**src/rtl/frog_life_ctrl.sv**
```systemverilog
// Frogger collision sequencer and life manager: per-frame probe latching and play/dying/respawn FSM.
// Optional post-respawn invulnerability is enabled by defining INVULN_EN.
module frog_life_ctrl #(
    parameter int VRES         = 480,
    parameter int PROBE_OFF    = 16,
    parameter int FROG_SIZE    = 32,
    parameter int LIVES_INIT   = 3,
    parameter int DYING_FRAMES = 60,
    parameter int BLINK_SHIFT  = 3,
    parameter int GRACE_FRAMES = 120
) (
    input  logic       clk,
    input  logic       rst_n,
    input  logic [9:0] hc,
    input  logic [9:0] vc,
    input  logic       croc_pix,
    input  logic [9:0] FrogX,
    input  logic [9:0] FrogY,
    input  logic       start,
    output logic       frog_visible,
    output logic       freeze,
    output logic       respawn,
    output logic       dead_pulse,
    output logic [2:0] lives,
    output logic       game_over
);

    localparam int CW = 16;
    localparam logic [CW-1:0] LAST  = CW'(DYING_FRAMES - 1);
    localparam logic [2:0]    LIVES0 = 3'(LIVES_INIT);

    typedef enum logic [2:0] {
        IDLE,
        RESPAWN,
        PLAY,
        DYING,
        OVER
    } state_t;

    state_t        state_q, state_n;
    logic [2:0]    lives_q, lives_n;
    logic [CW-1:0] cnt_q, cnt_n;
    logic [3:0]    probe_q, pt_hit;
    logic          start_q;
    logic          frame_start, frame_end, hit;
    logic          guard, vis_play;
    logic          vis_n, freeze_n, respawn_n, dead_n, over_n;

    // Probe points carry an extra bit so a wrapped coordinate never matches.
    logic [10:0] xm, xf, ym, yf;

    assign xm = {1'b0, FrogX} + 11'(PROBE_OFF);
    assign xf = {1'b0, FrogX} + 11'(FROG_SIZE);
    assign ym = {1'b0, FrogY} + 11'(PROBE_OFF);
    assign yf = {1'b0, FrogY} + 11'(FROG_SIZE);

    assign frame_start = (hc == 10'd0) && (vc == 10'd0);
    assign frame_end   = (hc == 10'd0) && (vc == 10'(VRES));

    always_comb begin
        pt_hit    = 4'b0000;
        pt_hit[3] = (hc == FrogX) && !ym[10] && (vc == ym[9:0]);
        pt_hit[2] = !xf[10] && (hc == xf[9:0])
                    && !ym[10] && (vc == ym[9:0]);
        pt_hit[1] = !xm[10] && (hc == xm[9:0]) && (vc == FrogY);
        pt_hit[0] = !xm[10] && (hc == xm[9:0])
                    && !yf[10] && (vc == yf[9:0]);
        if (!croc_pix) begin
            pt_hit = 4'b0000;
        end
    end

    // Latches are held clear outside PLAY so no stale hit survives a respawn.
    always_ff @(posedge clk) begin
        if (!rst_n) begin
            probe_q <= 4'b0000;
        end else if (frame_start || state_q != PLAY) begin
            probe_q <= 4'b0000;
        end else begin
            probe_q <= probe_q | pt_hit;
        end
    end

    assign hit = |probe_q;

`ifdef INVULN_EN
    logic [CW-1:0] grace_q, grace_n;

    assign guard = (grace_q != '0);

    always_comb begin
        grace_n = grace_q;
        if (state_q == RESPAWN) begin
            grace_n = CW'(GRACE_FRAMES);
        end else if (state_q == PLAY && frame_end && guard) begin
            grace_n = grace_q - 1'b1;
        end
    end

    always_ff @(posedge clk) begin
        if (!rst_n) begin
            grace_q <= '0;
        end else begin
            grace_q <= grace_n;
        end
    end

    assign vis_play = (grace_n == '0) || !grace_n[BLINK_SHIFT];
`else
    assign guard    = 1'b0;
    assign vis_play = 1'b1;
`endif

    always_comb begin
        state_n = state_q;
        lives_n = lives_q;
        cnt_n   = cnt_q;
        unique case (state_q)
            IDLE: begin
                if (start && !start_q) begin
                    state_n = RESPAWN;
                    lives_n = LIVES0;
                end
            end
            RESPAWN: begin
                state_n = PLAY;
            end
            PLAY: begin
                if (frame_end && hit && !guard) begin
                    state_n = DYING;
                    lives_n = (lives_q == 3'd0) ? 3'd0 : lives_q - 3'd1;
                    cnt_n   = '0;
                end
            end
            DYING: begin
                if (frame_end) begin
                    cnt_n = cnt_q + 1'b1;
                    if (cnt_q == LAST) begin
                        state_n = (lives_q == 3'd0) ? OVER : RESPAWN;
                    end
                end
            end
            OVER: begin
                if (start) begin
                    state_n = IDLE;
                end
            end
            default: begin
                state_n = IDLE;
            end
        endcase
    end

    // Outputs are registered alongside the state they describe.
    always_comb begin
        respawn_n = (state_n == RESPAWN);
        dead_n    = (state_q == PLAY) && (state_n == DYING);
        freeze_n  = (state_n != PLAY);
        over_n    = (state_n == OVER);
        vis_n     = 1'b0;
        if (state_n == PLAY) begin
            vis_n = vis_play;
        end else if (state_n == DYING) begin
            vis_n = !cnt_n[BLINK_SHIFT];
        end
    end

    always_ff @(posedge clk) begin
        if (!rst_n) begin
            state_q      <= IDLE;
            lives_q      <= LIVES0;
            cnt_q        <= '0;
            start_q      <= 1'b0;
            frog_visible <= 1'b0;
            freeze       <= 1'b1;
            respawn      <= 1'b0;
            dead_pulse   <= 1'b0;
            game_over    <= 1'b0;
        end else begin
            state_q      <= state_n;
            lives_q      <= lives_n;
            cnt_q        <= cnt_n;
            start_q      <= start;
            frog_visible <= vis_n;
            freeze       <= freeze_n;
            respawn      <= respawn_n;
            dead_pulse   <= dead_n;
            game_over    <= over_n;
        end
    end

    assign lives = lives_q;

endmodule

```
**config.mk**
```make
export PLATFORM = sky130hd
export DESIGN_NAME = frog_life_ctrl
export DESIGN_NICKNAME = d
export VERILOG_FILES = /design/src/rtl/frog_life_ctrl.sv
export SDC_FILE = /design/constraint.sdc
export NUM_CORES = 1
export LEC_CHECK = 0
export CORE_MARGIN = 4
export CORE_UTILIZATION = 51
export CTS_BUF_LIST = sky130_fd_sc_hd__clkbuf_16
export DETAILED_ROUTE_END_ITERATION = 8
export MAX_ROUTING_LAYER = met4
export PLACE_DENSITY_LB_ADDON = 0.12
export SLEW_MARGIN = 30
export SYNTH_ARGS = -nofsm -noshare
export SYNTH_HDL_FRONTEND = slang
export SYNTH_SLANG_ARGS = --single-unit
```
**constraint.sdc**
```tcl
create_clock -name clk -period 2.22 [get_ports clk]
set_input_delay 0.333 -clock clk [delete_from_list [all_inputs] [get_ports clk]]
set_output_delay 0.333 -clock clk [all_outputs]
set_load 0.005 [all_outputs]
```
==> results.yml, run 1 <==
timing:
  rsz0062_at_grt: "no"
  fin_worst_skew_ps: 6.871
  drv_slew: 0
  hold_viol: 0
  slew_headroom_pct: 47.77
  fmax_mhz: 478.6
  hold_slack_ps: 452.3
  fin_crit_ps: 2089
  fin_crit_sh_pct: 94.11
  setup_viol_count_final: 0
  worst_slew_pin_slew_ps: 772.6
synth:
  yosys_register_bits: 32
  ys_types: 55
  syn_area_sq_mm: 0.002327
  synth_nets: 333
  synth_top_area_share_pct: 27.53
  netlist_instances: 284
  ys_seq_area_share_pct: 27.53
  synthTopCellsByArea: "dfxtp_1 (28%), xor2_1 (9.4%), xnor2_1 (6.0%)"
  synth.avg_cell_area_sq_um: 8.194
  synth_area_leader_cell: "dfxtp_1"
  synth_warnings: 0
clock_tree:
  clkLatencyLatePin_ps: 270
  clockRootBuffer: "clkbuf_16"
  clock_sinks: 32
  cts_made_buffers: 5
  cts_tree: "yes"
  cts_buffer_depth: 2
  cts.clk_slew.worst_paths_ps: 50
  htreeDepth: 2
routing:
  wire_per_inst_um: 13.30
  vias: 2336
  route.detailed.drc: 0
  drtPass1Iterations: 4
  drt_iter0_drc: 87
  antenna_left: 0
  drt-vias-per-instance: 5.522
  wl_mm: 5.628
die:
  dieHeight_um: 75.55
  ios: 52
  core_sq_mm: 0.004384
  dieWidth_um: 75.55
  die_area_sq_mm: 0.005708
  start_util_pct: 53.08
  fp-row-count: 24
critical_path:
  critical_path_class: "input port to flip-flop"
  path_cells: "clkdlybuf4s50_1 -> nor4_4 -> nand4_4 -> or2_4 -> o21ai_4 -> o21ai_2 -> a2111oi_4"
  worstPathArrival_ps: 2260
  crit_family: "simple AND/OR/NAND/NOR gates"
  cp-end-kind: "flip-flop"
  critPathSlowestCell: "clkdlybuf4s50_1"
  required_ps: 2390
  max_stage_delay_ps: 460
  cp_num_buf_inv: 1
  crit_path_start_kind: "input port"
  critPathMaxFanout: 6
placed_design:
  port_buffers: 51
  dp_cells: 414
  dp_hpwl_mm: 4.570
  routabilityCongestion: 0.8512
global_routing:
  grt_max_degree: 15
  grtUsageTotal_pct: 21.62
  overflow: 0
  grt_pass1_wl_mm: 9.432
  grt_antenna_before_repair: 0
  grt_pass1_vias: 2254
cells_and_area:
  drive_gt1_share_pct: 16.98
  area_growth_pct: 42.10
  diodes: 0
  instances_no_fill: 423
  finish.net_count: 419
  post-route-util_pct: 75.43
  fill_cells: 341
run_status:
  status: "complete, no violations"
power:
  p_leak_nw: 1.293
  finalPower_mw: 1.572
  powerDensity_mw_per_mm2: 475.3
  peakVddDrop_uv: 325.2
hold_path:
  holdCritPathClass: "flip-flop to flip-flop"
flow_run:
  drv_cap: 0
==> what timing repair did <==
item	CTS	global route
setup endpoints to repair	0	1
hold buffers	0	0
gates resized for setup	0	3
buffers inserted	0	1
==> placed cells by master, fill, tap and decap left out, drive strengths merged, types with 2 or more instances in the layout <==
master / instances
clkdlybuf4s50: 50
buf: 38
nor2: 36
dfxtp: 32
xor2: 25
nand2: 24
o21ai: 21
xnor2: 16
nand3: 15
nand4: 11
and3: 10
nor4: 9
a21oi: 8
and2: 7
nor2b: 6
inv: 5
ha: 5
clkbuf: 5
nand2b: 4
o31ai: 4
a31oi: 3
o21a: 3
nor3: 3
nor4b: 3
or4: 2
a211oi: 2
nand3b: 2
or2: 2
a2111oi: 2
==> routing by layer <==
layer / up-vias / wire, um / GRT usage [%]
met5: - / 0 / -
met3: 13 / 221 / 3.694
li1: 1196 / - / -
met1: 1068 / 2297 / 22.95
met4: 0 / 116 / 9.515
met2: 59 / 2993 / 39.02
==> worst paths after layout <==
| path | startpoint | endpoint | slack (ps) | depth (start not counted) |
|---|---|---|---|---|
| hold / removal | probe_q[3]$_SDFF_PP0_ | probe_q[3]$_SDFF_PP0_ | 450 | 2 |
| setup / recovery | vc[2] | respawn$_SDFF_PN0_ | 130 | 7 |
| hold reg to reg | probe_q[3]$_SDFF_PP0_ | probe_q[3]$_SDFF_PP0_ | 450 | 2 |
| setup reg to reg | cnt_q[0]$_SDFFE_PN0P_ | respawn$_SDFF_PN0_ | 260 | 7 |
==> report_power, final <==
| group | total (mW) | switching, mW | internal [mW] | leakage [nW] |
|---|---|---|---|---|
| logic | 0.358 | 0.159 | 0.200 | 0.960 |
| registers | 0.591 | 0.00670 | 0.584 | 0.259 |
| clock network | 0.622 | 0.221 | 0.401 | 0.0738 |
==> final cells by class <==
type	instances	area (sq um)	area share (%)
Timing Repair Buffer	89	810.8	24.52
Inverter	3	11.26	0.3405
Clock inverter	3	11.26	0.3405
Sequential cell	32	640.6	19.37
Clock buffer	5	125.1	3.784
Tap cell	52	65.06	1.967
Multi-Input combinational cell	239	1643	49.68
==> worst register-to-register path, stage by stage (launching register included) <==
cell and delay [ps]:
dfxtp_1 390, ha_1 210, nand4_1 150, nor4_1 180
and3_1 270, nand3_1 100, o21a_1 220, a2111oi_4 340
==> kinds of logic (layout without fill, tap and decap cells) <==
| group | after synthesis | in the layout | share of synthesized area (%) |
|---|---|---|---|
| and+or+nand+nor | 138 | 138 | 35.16 |
| AOI/OAI and AO/OA | 53 | 53 | 15.75 |
| xor gates and xnor gates | 41 | 41 | 15.43 |
| DFF | 32 | 32 | 27.53 |
| buffers and inverters | 13 | 100 | 2.527 |
| adders and majority gates | 5 | 5 | 2.688 |
| muxes | 2 | 2 | 0.9140 |
==> synth_stat cells (all sizes together) <==
| master | instances |
|---|---|
| o2111ai | 1 |
| a2111oi | 2 |
| xor2 | 25 |
| o211a | 1 |
| and2 | 7 |
| o2111a | 1 |
| dfxtp | 32 |
| o21ba | 1 |
| ha | 5 |
| and3 | 10 |
| nand4 | 11 |
| nor2b | 6 |
| or3 | 1 |
| o31ai | 4 |
| mux2 | 1 |
| xnor2 | 16 |
| o21ai | 21 |
| mux2i | 1 |
| o31a | 1 |
| a31oi | 3 |
| a21boi | 1 |
| a41oi | 1 |
| nor3b | 1 |
| nand2b | 4 |
| nand2 | 24 |
| buf | 2 |
| or4 | 2 |
| nor2 | 36 |
| a211oi | 2 |
| nor4 | 9 |
| o311ai | 1 |
| nor4b | 3 |
| clkbuf | 8 |
| and4 | 1 |
| nand3b | 2 |
| o21a | 3 |
| nand3 | 15 |
| o22ai | 1 |
| a211o | 1 |
| or3b | 1 |
| or2 | 2 |
| inv | 3 |
| a21oi | 8 |
| nor3 | 3 |
==> flip-flops by register name, summed over array words and instances (netlist names) <==
signal	flops
probe_q	4
lives	3
dead_pulse	1
cnt_q	16
state_q	3
frog_visible	1
respawn	1
start_q	1
game_over	1
freeze	1
==> per-stage QoR <==
step | setup WS, ps | instance area [sq um] | TNS (ps)
final | 130.7 | 3307 | 0
after global routing | 51.28 | 3307 | 0
after CTS | 69.59 | 3282 | 0
after detailed placement | -200.4 | 3146 | -1152
after global placement | -86.31 | 3146 | -355.6
after floorplan | 401.8 | 2327 | 0
(Power assumes the default switching activity.)
==> run 2, diff against run 1 <==
--- a/config.mk
+++ b/config.mk
@@ -7,3 +7,2 @@
 export LEC_CHECK = 0
-export CORE_MARGIN = 4
 export CORE_UTILIZATION = 51
@@ -13,2 +12,3 @@
 export PLACE_DENSITY_LB_ADDON = 0.12
+export SKIP_LAST_GASP = 1
 export SLEW_MARGIN = 30
--- a/constraint.sdc
+++ b/constraint.sdc
@@ -3,2 +3,2 @@
 set_output_delay 0.333 -clock clk [all_outputs]
-set_load 0.005 [all_outputs]
+set_load 0.02 [all_outputs]
==> results.yml, run 2 (synthesized netlist as in run 1, its figures left out) <==
cells_and_area:
  final_common_cell: "clkdlybuf4s50_1"
  top_regs: "cnt_q x16, probe_q x4"
  multi_input_area_sq_mm: 0.001640
  finish.net_count: 421
  area_growth_pct: 42.37
  layout_common_cells: "clkdlybuf4s50_1 (51), buf_4 (39), nor2_1 (36)"
  drive_gt1_share_pct: 17.20
  fill_cells: 327
  diodes: 0
  top_register: "cnt_q"
  largest_reg_flops: 16
  register_area_sq_um: 640.6
die:
  dieWidth_um: 69.55
  dieHeight_um: 69.55
  start_util_pct: 53.08
  ios: 52
  core_sq_mm: 0.004384
  die_area_sq_mm: 0.004837
  fp-row-count: 24
global_routing:
  overflow: 0
  grt_pass1_vias: 2229
  grt_antenna_before_repair: 0
  grt_max_degree: 14
  grtUsageTotal_pct: 24.09
  grt_pass1_wl_mm: 9.328
timing:
  fmax_mhz: 474.8
  fin_crit_ps: 2106
  rsz0062_at_grt: "no"
  setup_viol_count_final: 0
  hold_viol: 0
  slew_headroom_pct: 48.77
  fin_worst_skew_ps: 3.788
  fin_tns_setup_ps: 0
  drv_slew: 0
  worst_slew_pin_slew_ps: 757.8
  fin_crit_sh_pct: 94.86
critical_path:
  cp-end-kind: "flip-flop"
  worstPathArrival_ps: 2270
  critPathMaxFanout: 6
  crit_path_start_kind: "input port"
  required_ps: 2390
  critical_path_class: "input port to flip-flop"
  r2r_cells: 7
clock_tree:
  clockRootBuffer: "clkbuf_16"
  cts_made_buffers: 5
  cts_hold_buf: 0
  clock_sinks: 32
  clkLatencyLatePin_ps: 280
  htreeDepth: 2
  cts.clk_slew.worst_paths_ps: 50
  cts_tree: "yes"
  cts_buffer_depth: 2
hold_path:
  hold_path_depth: 2
  holdCritPathClass: "flip-flop to flip-flop"
routing:
  antenna_left: 0
  vias: 2292
  wl_mm: 5.428
  drt_iter0_drc: 130
  drtPass1Iterations: 4
  drt-vias-per-instance: 5.406
  wire_per_inst_um: 12.80
  route.detailed.drc: 0
power:
  powerDensity_mw_per_mm2: 476.7
  peakVddDrop_uv: 307.1
  p_leak_nw: 1.284
  finalPower_mw: 1.580
placed_design:
  dp_hpwl_mm: 4.362
  routabilityCongestion: 0.8723
  port_buffers: 51
flow_run:
  drv_cap: 0
run_status:
  status: "complete, no violations"
[run 2: final timing paths]
check,slack (ps),to,start
worst max-delay path,110,respawn$_SDFF_PN0_,vc[9]
worst min-delay path,450,probe_q[2]$_SDFF_PP0_,probe_q[2]$_SDFF_PP0_
worst min register to register,450,probe_q[2]$_SDFF_PP0_,probe_q[2]$_SDFF_PP0_
worst max register to register,260,respawn$_SDFF_PN0_,cnt_q[0]$_SDFFE_PN0P_
[run 2: timing repair]
item	CTS	global route
gates resized for setup	0	1
setup buffers	0	2
endpoints found under the setup margin	0	1
[run 2: critical path, stage by stage]
cell and delay (ps):
clkdlybuf4s50_1 460, nor4_4 360, nand4_4 200, or2_4 330
o21ai_4 180, o21ai_2 110, a2111oi_4 300
[run 2: report_power, final]
group	leakage [nW]	switching [mW]	internal (mW)
Combinational	0.960	0.164	0.201
Sequential	0.259	0.00688	0.584
Clock	0.0648	0.224	0.399
Total	1.28	0.395	1.18
[run 2: area by class of cell]
cell class / instances / share of cell area (%)
well taps: 52 / 1.964
clock inverters: 2 / 0.2266
repair buffers: 91 / 24.85
flip-flops and latches: 32 / 19.34
inverters: 3 / 0.3399
clock buffers: 5 / 3.776
multi-input cells: 239 / 49.51
[run 2: metal layers]
layer	track usage [%]	vias to the layer above	share of wire (%)
met1	27.01	1048	44
met4	7.483	0	1.3
met5	-	-	0
met2	43.80	43	52
li1	-	1194	-
met3	3.488	7	2.5
[run 2: stage by stage]
stage,setup slack [ps],cells,hold WS (ps),utilization [%],instance area (sq um)
final,114.0,424,445.6,75.57,3313
after CTS,52.01,422,448.0,74.94,3286
after detailed placement,-223.5,415,436.1,71.92,3153
after floorplan,401.8,284,416.3,-,2327
after global routing,3.567,424,481.7,75.57,3313
after global placement,-102.5,415,431.5,71.92,3153
==> run 3, diff against run 2 <==
- CORE_UTILIZATION: 51 -> 30
==> results.yml, run 3 (synthesized netlist as in run 1, its figures left out) <==
run_status:
  status: "complete, no violations"
clock_tree:
  cts.clk_slew.worst_paths_ps: 50
  clock_sinks: 32
  clockRootBuffer: "clkbuf_16"
  cts_resized: 0
  cts_hold_buf: 0
  cts_tree: "yes"
  cts_setup_buffers: 0
  clkLatencyLatePin_ps: 270
  cts_buffer_depth: 2
  cts_made_buffers: 5
  htreeDepth: 2
hold_path:
  holdPathEnd: "probe_q[2]$_SDFF_PP0_"
  holdCritPathClass: "flip-flop to flip-flop"
  hold_path_depth: 2
  holdCritStartpoint: "probe_q[2]$_SDFF_PP0_"
cells_and_area:
  largest_reg_flops: 16
  finish.net_count: 425
  top_regs: "cnt_q x16, probe_q x4"
  area_growth_pct: 45.81
  top_register: "cnt_q"
  layout_common_cells: "clkdlybuf4s50_1 (51), buf_4 (43), nor2_1 (36)"
  final_common_cell: "clkdlybuf4s50_1"
  diodes: 0
  stdcell_area_sq_mm: 0.003393
  drive_gt1_share_pct: 18.04
routing:
  antenna_left: 0
  drt-vias-per-instance: 4.750
  drtPass1Iterations: 4
  drt_iter0_drc: 49
  wire_per_inst_um: 11.81
  vias: 2261
  route.detailed.drc: 0
  wl_mm: 5.620
power:
  peakVddDrop_uv: 226.1
  power_frac_seq_pct: 37.2
  pwr-share-clk_pct: 39.7
  p_switching_mw: 0.3988
  pwr-share-comb_pct: 23.1
  switching_share_pct: 25.10
  p_leak_nw: 1.313
  finalPower_mw: 1.589
  powerDensity_mw_per_mm2: 468.3
  internal_power_mw: 1.190
die:
  die_area_sq_mm: 0.008114
  start_util_pct: 31.58
  fp-row-count: 31
  dieHeight_um: 90.08
  dieWidth_um: 90.08
  core_sq_mm: 0.007370
  ios: 52
global_routing:
  grt_pass1_wl_mm: 9.763
  grt_max_degree: 14
  grt_antenna_before_repair: 0
  grtUsageTotal_pct: 14.93
  overflow: 0
  grt_pass1_vias: 2189
timing:
  fin_tns_setup_ps: 0
  fin_crit_sh_pct: 94.52
  timing.final.ws_setup_ps: 121.7
  slew_headroom_pct: 53.90
  fin_crit_ps: 2098
  setup_viol_count_final: 0
  fin_worst_skew_ps: 1.108
  worst_slew_pin_slew_ps: 681.8
  fmax_mhz: 476.6
  drv_slew: 0
  hold_viol: 0
  rsz0062_at_grt: "no"
critical_path:
  cp_num_buf_inv: 1
  timing.rr.end: "respawn$_SDFF_PN0_"
  rrSetupSlack_ps: 320
  critical_path_class: "input port to flip-flop"
  critPathMaxFanout: 6
  crit_family: "simple AND/OR/NAND/NOR gates"
  r2r_start: "cnt_q[0]$_SDFFE_PN0P_"
  critPathSlowestCell: "clkdlybuf4s50_1"
  required_ps: 2390
  crit_path_start_kind: "input port"
  max_stage_delay_ps: 460
  worstPathArrival_ps: 2270
  cp-end-kind: "flip-flop"
  path_cells: "clkdlybuf4s50_1 -> nor4_4 -> nand4_4 -> or2_4 -> o21ai_4 -> o21ai_2 -> a2111oi_2"
  r2r_cells: 7
flow_run:
  drv_cap: 0
placed_design:
  placed_area_sq_mm: 0.003257
  routabilityCongestion: 0.8316
  pre_cts_slack_ps: -166.5
  port_buffers: 51
  dp_hpwl_mm: 4.606
==> run 3: changes by cell type in the layout (fill, tap and decap cells not counted) <==
cell       delta
buf_4         +4
inv_1         +2
a2111oi_2     +1
a2111oi_4     -1
clkinv_1      -1
==> run 3: worst max path at each step <==
stage / start / depth (start not counted) / slack (ps) / end
finish: hc[1] / 7 / 120 / respawn$_SDFF_PN0_
global placement: hc[4] / 7 / -130 / respawn$_SDFF_PN0_
global route: hc[2] / 7 / 30 / respawn$_SDFF_PN0_
floorplan: hc[7] / 7 / 400 / respawn$_SDFF_PN0_
detailed placement: hc[1] / 7 / -170 / respawn$_SDFF_PN0_
CTS: hc[1] / 7 / 110 / respawn$_SDFF_PN0_
==> run 3: worst min-delay path, cell delays in order (launching register included) <==
cell and delay (ps):
dfxtp_1 320, nand2_1 50, o21ai_0 50
==> run 3: layer usage <==
layer / routed length (um) / global-route usage, %
met1: 2649 / 18.03
met2: 2686 / 25.19
met3: 199 / 2.538
met4: 85 / 4.839
met5: 0 / -
==> run 3: per-stage QoR <==
stage | hold slack (ps) | instances | utilization (%)
finish | 454.3 | 476 | 46.04
floorplan | 416.3 | 284 | -
CTS | 456.7 | 476 | 46.04
global route | 477.6 | 476 | 46.04
detailed placement | 445.0 | 468 | 44.19
global placement | 436.2 | 468 | 44.19
==> run 3: power groups by stage <==
stage	logic, mW	clock network [mW]	registers, mW
floorplan	0.161	0	0.607
global placement	0.369	0	0.602
detailed placement	0.370	0	0.602
CTS	0.371	0.652	0.590
global route	0.404	0.677	0.592
finish	0.368	0.631	0.591
==> run 3: layout make-up <==
| type | instances | area [sq um] |
|---|---|---|
| clock inverters | 3 | 11.26 |
| fillers | 736 | 3976 |
| clock buffers | 5 | 125.1 |
| repair buffers | 95 | 853.3 |
| flip-flops and latches | 32 | 640.6 |
| well taps | 99 | 123.9 |
| inverters | 3 | 11.26 |
| multi-input cells | 239 | 1628 |
